## src/rtl/spi_flash_read_ctrl.sv

```systemverilog
// Flash read sequencer: drives a byte-level SPI engine through opcode, 24-bit address,
// dummy bytes and LEN data bytes under one CS, streaming data bytes out with a watchdog abort.
module spi_flash_read_ctrl #(
  parameter int DUMMY_BYTES = 0,
  parameter int LEN_W       = 16,
  parameter int TIMEOUT_CYC = 64,
  parameter int CS_GAP_CYC  = 4
) (
  input  logic             clk_in,
  input  logic             reset_n,
  input  logic             start,
  input  logic [7:0]       opcode,
  input  logic [23:0]      addr,
  input  logic [LEN_W-1:0] len,
  output logic             busy,
  output logic [7:0]       rd_data,
  output logic             rd_valid,
  output logic             done,
  output logic             timeout,
  output logic             spi_enabled,
  output logic [7:0]       spi_data_in,
  output logic             spi_continue_read,
  input  logic             spi_busy,
  input  logic [7:0]       spi_data_out
);

  localparam int IW = LEN_W + 3;
  localparam int WW = $clog2(TIMEOUT_CYC + 1);
  localparam int GW = $clog2(CS_GAP_CYC + 2);
  localparam logic [IW-1:0] DATA_START = IW'(4 + DUMMY_BYTES);
  localparam logic [WW-1:0] WDOG_LAST  = WW'(TIMEOUT_CYC - 1);
  localparam logic [GW-1:0] GAP_LOAD   = GW'(CS_GAP_CYC);

  typedef enum logic [2:0] {
    S_IDLE, S_GAP, S_XFER1, S_WAIT, S_NEXT, S_FINISH, S_ABORT
  } state_t;

  state_t state, state_nx;

  logic [7:0]       opcode_q;
  logic [23:0]      addr_q;
  logic [LEN_W-1:0] len_q;
  logic [IW-1:0]    idx;
  logic [IW-1:0]    last_idx;
  logic [WW-1:0]    wdog;
  logic [GW-1:0]    gap_cnt;
  logic             seen_busy;
  logic             zero_done;
  logic             byte_cmpl;
  logic             is_last;
  logic             data_phase;
  logic [7:0]       cur_byte;

  assign last_idx   = IW'(len_q) + IW'(3 + DUMMY_BYTES);
  assign is_last    = (idx == last_idx);
  assign data_phase = (idx >= DATA_START);
  assign byte_cmpl  = seen_busy && !spi_busy;

  always_comb begin
    cur_byte = 8'h00;
    if (idx == IW'(0))      cur_byte = opcode_q;
    else if (idx == IW'(1)) cur_byte = addr_q[23:16];
    else if (idx == IW'(2)) cur_byte = addr_q[15:8];
    else if (idx == IW'(3)) cur_byte = addr_q[7:0];
  end

  always_ff @(posedge clk_in) begin
    if (!reset_n) state <= S_IDLE;
    else          state <= state_nx;
  end

  always_comb begin
    state_nx = state;
    case (state)
      S_IDLE:   if (start && len != '0) state_nx = (gap_cnt != '0) ? S_GAP : S_XFER1;
      S_GAP:    if (gap_cnt == '0) state_nx = S_XFER1;
      S_XFER1:  state_nx = S_WAIT;
      S_WAIT: begin
        if (byte_cmpl)              state_nx = is_last ? S_FINISH : S_NEXT;
        else if (wdog == WDOG_LAST) state_nx = S_ABORT;
      end
      S_NEXT:   state_nx = S_WAIT;
      S_FINISH: state_nx = S_IDLE;
      S_ABORT:  state_nx = S_IDLE;
      default:  state_nx = S_IDLE;
    endcase
  end

  always_comb begin
    spi_enabled       = (state == S_XFER1) || (state == S_WAIT) || (state == S_NEXT);
    busy              = spi_enabled || (state == S_GAP);
    spi_continue_read = (state == S_NEXT);
    done              = (state == S_FINISH) || (state == S_ABORT) || zero_done;
    spi_data_in       = spi_enabled ? cur_byte : 8'h00;
  end

  always_ff @(posedge clk_in) begin
    if (!reset_n) begin
      opcode_q  <= '0;
      addr_q    <= '0;
      len_q     <= '0;
      idx       <= '0;
      wdog      <= '0;
      gap_cnt   <= '0;
      seen_busy <= 1'b0;
      zero_done <= 1'b0;
      rd_data   <= '0;
      rd_valid  <= 1'b0;
      timeout   <= 1'b0;
    end else begin
      rd_valid  <= 1'b0;
      zero_done <= 1'b0;

      if (state == S_IDLE && start) begin
        if (len != '0) begin
          opcode_q <= opcode;
          addr_q   <= addr;
          len_q    <= len;
          idx      <= '0;
          timeout  <= 1'b0;
        end else begin
          zero_done <= 1'b1;
        end
      end

      if (state == S_XFER1 || state == S_NEXT) seen_busy <= 1'b0;
      else if (state == S_WAIT && spi_busy)    seen_busy <= 1'b1;

      // Watchdog restarts for every byte since each byte passes through XFER1 or NEXT.
      if (state == S_WAIT) wdog <= wdog + 1'b1;
      else                 wdog <= '0;

      if (state == S_WAIT && byte_cmpl) begin
        if (data_phase) begin
          rd_data  <= spi_data_out;
          rd_valid <= 1'b1;
        end
        if (!is_last) idx <= idx + 1'b1;
      end

      if (state == S_WAIT && state_nx == S_ABORT) timeout <= 1'b1;

      if (state == S_WAIT && (state_nx == S_FINISH || state_nx == S_ABORT))
        gap_cnt <= GAP_LOAD;
      else if (gap_cnt != '0)
        gap_cnt <= gap_cnt - 1'b1;
    end
  end

endmodule
```

## config.mk

```make
export PLATFORM = sky130hd
export DESIGN_NAME = spi_flash_read_ctrl
export DESIGN_NICKNAME = d
export VERILOG_FILES = /design/src/rtl/spi_flash_read_ctrl.sv
export SDC_FILE = /design/constraint.sdc
export NUM_CORES = 1
export LEC_CHECK = 0
export BUFFER_PORTS_ARGS = -buffer_cell sky130_fd_sc_hd__buf_2
export CAP_MARGIN = 20
export CORE_AREA = 2 2 107 109
export CTS_CLUSTER_DIAMETER = 150
export DETAILED_ROUTE_END_ITERATION = 6
export DIE_AREA = 0 0 109 111
export GPL_ROUTABILITY_DRIVEN = 0
export PLACE_DENSITY_LB_ADDON = 0.15
export SLEW_MARGIN = 15
export SYNTH_ARGS = -nofsm -noshare
export SYNTH_HDL_FRONTEND = slang
export SYNTH_SLANG_ARGS = --single-unit
```

## constraint.sdc

```tcl
create_clock -name clk_in -period 4.5 [get_ports clk_in]
set_input_delay 0.225 -clock clk_in [delete_from_list [all_inputs] [get_ports clk_in]]
set_output_delay 0.225 -clock clk_in [all_outputs]
set_load 0.02 [all_outputs]
```

# ---- Word-level counts from Yosys, hierarchy flattened
# Cells that the tools add are included.
dict set report word_totals {
  ff_bits 92
  input_bits 60
  output_inout_bits 22
  word_cells 87
}
dict set report op_classes {
  addsub 4
  n_lt_le_gt_ge 1
  eq_ne 13
  n_mux 23
  bitwise_logic 1
  reduce_logical 32
}
# op count
set ops {}
lappend ops {{$mux W19} 4}
lappend ops {{$mux W8} 5}
lappend ops {{$eq A19 B2 Y1 const B} 2}
lappend ops {{$add A19 B1 Y19 const B} 1}
lappend ops {{$eq A19 B1 Y1 const B} 1}
lappend ops {{$eq A19 B17 Y1} 1}
lappend ops {{$ge A19 B3 Y1 const B} 1}
lappend ops {{$logic_not A19 Y1} 1}
lappend ops {{$mux W3} 6}
lappend ops {{$add A16 B2 Y17 const B} 1}
lappend ops {{$reduce_bool A16 Y1} 1}
lappend ops {{$eq A3 B3 Y1 const B} 5}
lappend ops {{$pmux W3 S4} 1}
lappend ops {{$reduce_and A2 Y1} 6}
lappend ops {{$add A7 B1 Y7 const B} 1}
lappend ops {{$eq A7 B6 Y1 const B} 1}
lappend ops {{$logic_and A1 B1 Y1} 7}
lappend ops {{$logic_or A1 B1 Y1} 7}
lappend ops {{$eq A3 B2 Y1 const B} 2}
lappend ops {{$logic_not A3 Y1} 2}
lappend ops {{$mux W1} 6}
lappend ops {{$reduce_bool A2 Y1} 3}
lappend ops {{$reduce_or A2 Y1} 3}
lappend ops {{$eq A3 B1 Y1 const B} 1}
lappend ops {{other kinds (5)} 5}

# ---- Logic depth before layout (Yosys ltp)
dict set report depth {
  ltp_word 9
  mapped_depth 14
  ltp_nobuf 10
}

# ---- Least setup slack after synthesis
# No wires, ideal clock.
dict set report synth_timing {
  path_kind {register to register}
  startpoint {register len_q[0]}
  endpoint {register gap_cnt[0]}
  setup_time_ns 0.116
  t_arrival_ns 2.662
  t_required_ns 4.384
  setup_slack_ns 1.722
  path_stages_with_launch 13
  path_buffers 3
  synth_period_minus_slack_ns 2.778
  path_cell_list {dfxtp_1 buf_2 inv_1 ha_1 clkbuf_1 or3_1 a311oi_1 a31oi_1 or4_4 nor3_2 buf_6 nand2_1 and4_1}
}
dict set report synth_between {
  elab_chain_len 9
  elab_cells_between_ends 10
  classes_between {1 x add/sub; 3 x eq/ne; 3 x mux; 3 x reduce/logical}
}
# item line
set synth_lines {}
lappend synth_lines {{start, declared} 42} ;# logic [LEN_W-1:0] len_q;
lappend synth_lines {{start signal, assigned} 118} ;# len_q <= len;
lappend synth_lines {{$add A16 B2 Y17 (*)} 54} ;# assign last_idx = IW'(len_q) + IW'(3 + DUMMY_BYTES);
lappend synth_lines {{$eq A19 B17 Y1 (*)} 55} ;# assign is_last = (idx == last_idx);
lappend synth_lines {{$mux W1 (*)} 79} ;# if (byte_cmpl) state_nx = is_last ? S_FINISH : S_NEXT;
lappend synth_lines {{$mux W3 (*)} 79}
lappend synth_lines {{$pmux W3 S4 (*)} 74} ;# case (state)
lappend synth_lines {{$eq A3 B3 Y1} 143} ;# if (state == S_WAIT && (state_nx == S_FINISH || state_nx == S_ABORT))
lappend synth_lines {{$logic_or A1 B1 Y1 (*)} 143}
lappend synth_lines {{$logic_and A1 B1 Y1 (*)} 143}
lappend synth_lines {{$reduce_or A2 Y1 (no source line) (*)} -}
lappend synth_lines {{end signal, assigned} 146} ;# gap_cnt <= gap_cnt - 1'b1;
lappend synth_lines {{end, declared} 46} ;# logic [GW-1:0] gap_cnt;
# Every way passes the cells marked *; elsewhere a longest branch is shown, timed or not.
# A chain may end at the register's enable or synchronous reset.

# ---- Worst setup path after layout
# Ends and elaborated chain as after synthesis.

==> impl_metrics.py <==
metrics = {
    "placed_design": {
        "placed_cells": 797,
        "port_buffers": 81,
        "detailedPlace.worstSlack_ns": 1.41,
        "dp_hpwl_um": 8740,
    },
    "yosys": {
        "synth_top_area_cell": "dfxtp_1",
        "ys_warn_count": 0,
        "postSynth.asyncResetShare_pct": 0,
        "synthCells": 610,
        "yosysSeqAreaShare_pct": 38.5,
        "synth_seq_cells": 92,
        "avgSynthCellArea_um2": 7.85,
        "yosys.area.top_type_share_pct": 38.5,
        "netlist_area_um2": 4790,
        "yosysMostFrequentCell": "nand2_1",
        "synth_nets": 678,
        "synth_edf_count": 0,
        "synth_cell_types": 59,
        "synth_area_leaders": "dfxtp_1, nand2_1, a21oi_1",
        "synth-main-ff-cell": "dfxtp_1",
        "synth_common_cells": "nand2_1, dfxtp_1, a21oi_1",
    },
    "timing": {
        "fmax_ghz": 0.316,
        "fin_hold_ws_ns": 0.108,
        "setup_tns_ns": 0,
        "hold_violations": 0,
        "setup_ws_ns": 1.34,
        "tightest_slew_ns": 0.817,
        "slew_headroom_pct": 45.5,
        "skew_ns": 0.00751,
        "fin_crit_sh_pct": 70.3,
        "setup_violations": 0,
        "rsz0062_at_grt": "false",
        "fin_crit_ns": 3.16,
        "slew_violations": 0,
    },
    "pwr": {
        "power.density_nw_per_um2": 435,
        "total_power_mw": 2.40,
        "p_leak_nw": 2.19,
        "ir_worst_vdd_v": 0.000281,
    },
    "status": {
        "status": "completed",
    },
    "critical_path": {
        "critPathSlowestCell": "dfxtp_1",
        "crit_start": "len_q[0]",
        "critPathKind": "reg2reg",
        "arrival_ns": 3.41,
        "worstSetupEndpointType": "register",
        "cp_max_fo": 31,
        "critPathRequiredTime_ns": 4.75,
        "r2r-start": "len_q[0]",
        "slowest_delay_ns": 0.45,
        "crit_path_cell_trace": "inv_1, ha_1, nor2b_1, nand3_1, a2111oi_2, o2111ai_1, or4_4, nor3_2, buf_4, nand2_1, and4_1",
        "reg2reg_to": "gap_cnt[0]",
        "critPathLaunchType": "register",
        "reg2regPathDepth": 11,
        "rrSetupSlack_ns": 1.34,
        "cp-endpoint": "gap_cnt[0]",
    },
    "layout": {
        "fin_nets": 733,
        "multi_input_area_um2": 2700,
        "ff_latch_area_um2": 1840,
        "diodes": 0,
        "drive_above_1_share_pct": 16.6,
        "layout-area-overhead-vs-synth_pct": 15.0,
        "fillCellCount": 1085,
        "finalNonFillerCells": 813,
    },
    "route": {
        "routed_wl_um": 12100,
        "avgRoutedWirePerCell_um": 14.9,
        "postRouteAntennaNets": 0,
        "viasPerCell": 5.53,
        "post-route-drc-count": 0,
        "drt_first_iter_violations": 253,
        "vias": 4493,
        "dr.pass1.iters": 6,
    },
    "clock_network": {
        "cts_hold_buffers": 0,
        "cts.path.max_buffers": 2,
        "cts.repair.resized": 0,
        "cts.sinks": 92,
        "cts_tree": "yes",
        "root_buffer": "clkbuf_16",
        "postCtsSetupBuffers": 0,
        "clock_latency_ns": 0.35,
        "path_clk_slew_ns": 0.07,
        "htreeDepth": 3,
        "cts_buffers": 9,
    },
    "worst_hold_path": {
        "min_from": "opcode[6]",
        "hold_path_class": "in2reg",
        "holdPathStages": 3,
    },
    "floorplan": {
        "core_um2": 11100,
        "die_area_um2": 12100,
        "initial_utilization_pct": 43.2,
        "fp.dieW_um": 109,
        "io_pins": 82,
        "die_y_um": 111,
        "rows": 39,
    },
    "global_routing": {
        "antenna_found_initial": 0,
        "grt_remaining_overflow": 0,
        "grt_max_degree": 53,
        "grt_pass1_vias": 4302,
        "grt_pass1_wl_um": 20700,
        "track_usage_pct": 21.3,
    },
    "job": {
        "cap_viol_max_count": 0,
    },
}
## cell families after synthesis
family,synth area share [%]
and+or+nand+nor,27.6
AOI/OAI and AO/OA,17.2
DFF,38.5
buffers and inverters,5.10
muxes,5.46
xor gates and xnor gates,4.03
adders and majority gates,2.09
## worst min path at each step
stage	to
6_report	opcode_q[6]
2_1_floorplan	addr_q[0]
5_1_grt	addr_q[21]
4_1_cts	opcode_q[5]
3_3_place_gp	addr_q[15]
3_5_place_dp	addr_q[18]
## report_power, final
part,switching (mW),leakage [nW],total [mW],internal [mW]
sequential,0.115,0.749,1.04,0.924
clock,0.324,0.145,0.746,0.422
combinational,0.381,1.29,0.612,0.231
## critical path, delay by kind of cell (launching register included)
family | cells | cell delay, ns
compound gates | 2 | 0.52
flops | 1 | 0.45
buf+inv | 2 | 0.39
simple gates | 6 | 1.34
fa+ha+maj | 1 | 0.33
## metrics by stage
| stage | area, µm² | util (%) |
|---|---|---|
| floorplan | 4790 | - |
| global placement | 5210 | 47.0 |
| detailed placement | 5210 | 47.0 |
| CTS | 5510 | 49.7 |
| global route | 5510 | 49.7 |
| finish | 5510 | 49.7 |
## cell type report
| type | count | area share [%] |
|---|---|---|
| clock buffer | 12 | 4.84 |
| sequential | 92 | 33.5 |
| multi-input combinational | 464 | 49.1 |
| inverter | 13 | 0.886 |
| timing repair buffer | 85 | 7.91 |
| clock inverter | 4 | 0.545 |
| tap | 143 | 3.25 |
## sequential cells by signal, summed over array words and instances, names as in the netlist, 3 cells and up
name,flops
addr_q,24
idx,19
len_q,16
opcode_q,8
rd_data,8
wdog,7
gap_cnt,3
state,3
## per-layer routing
metal	track usage (%)	vias up	routed length, µm
met2	32.4	135	5380
met3	4.41	15	731
met4	7.44	0	187
met5	0	-	0
met1	29.7	2083	5800
li1	-	2260	-
## cell usage in the layout, fill, tap and decap left out, types with 10 or more instances in the layout
master	Yosys	final
o21ai_0	13	13
buf_2	4	81
xor2_1	13	13
a21oi_1	63	63
nand4_1	10	10
nor2_1	38	38
nor4_1	10	10
mux2i_1	25	25
inv_1	12	12
nand3_1	18	18
nand2_1	133	132
dfxtp_1	92	92
Power figures use the tool's default switching activity.
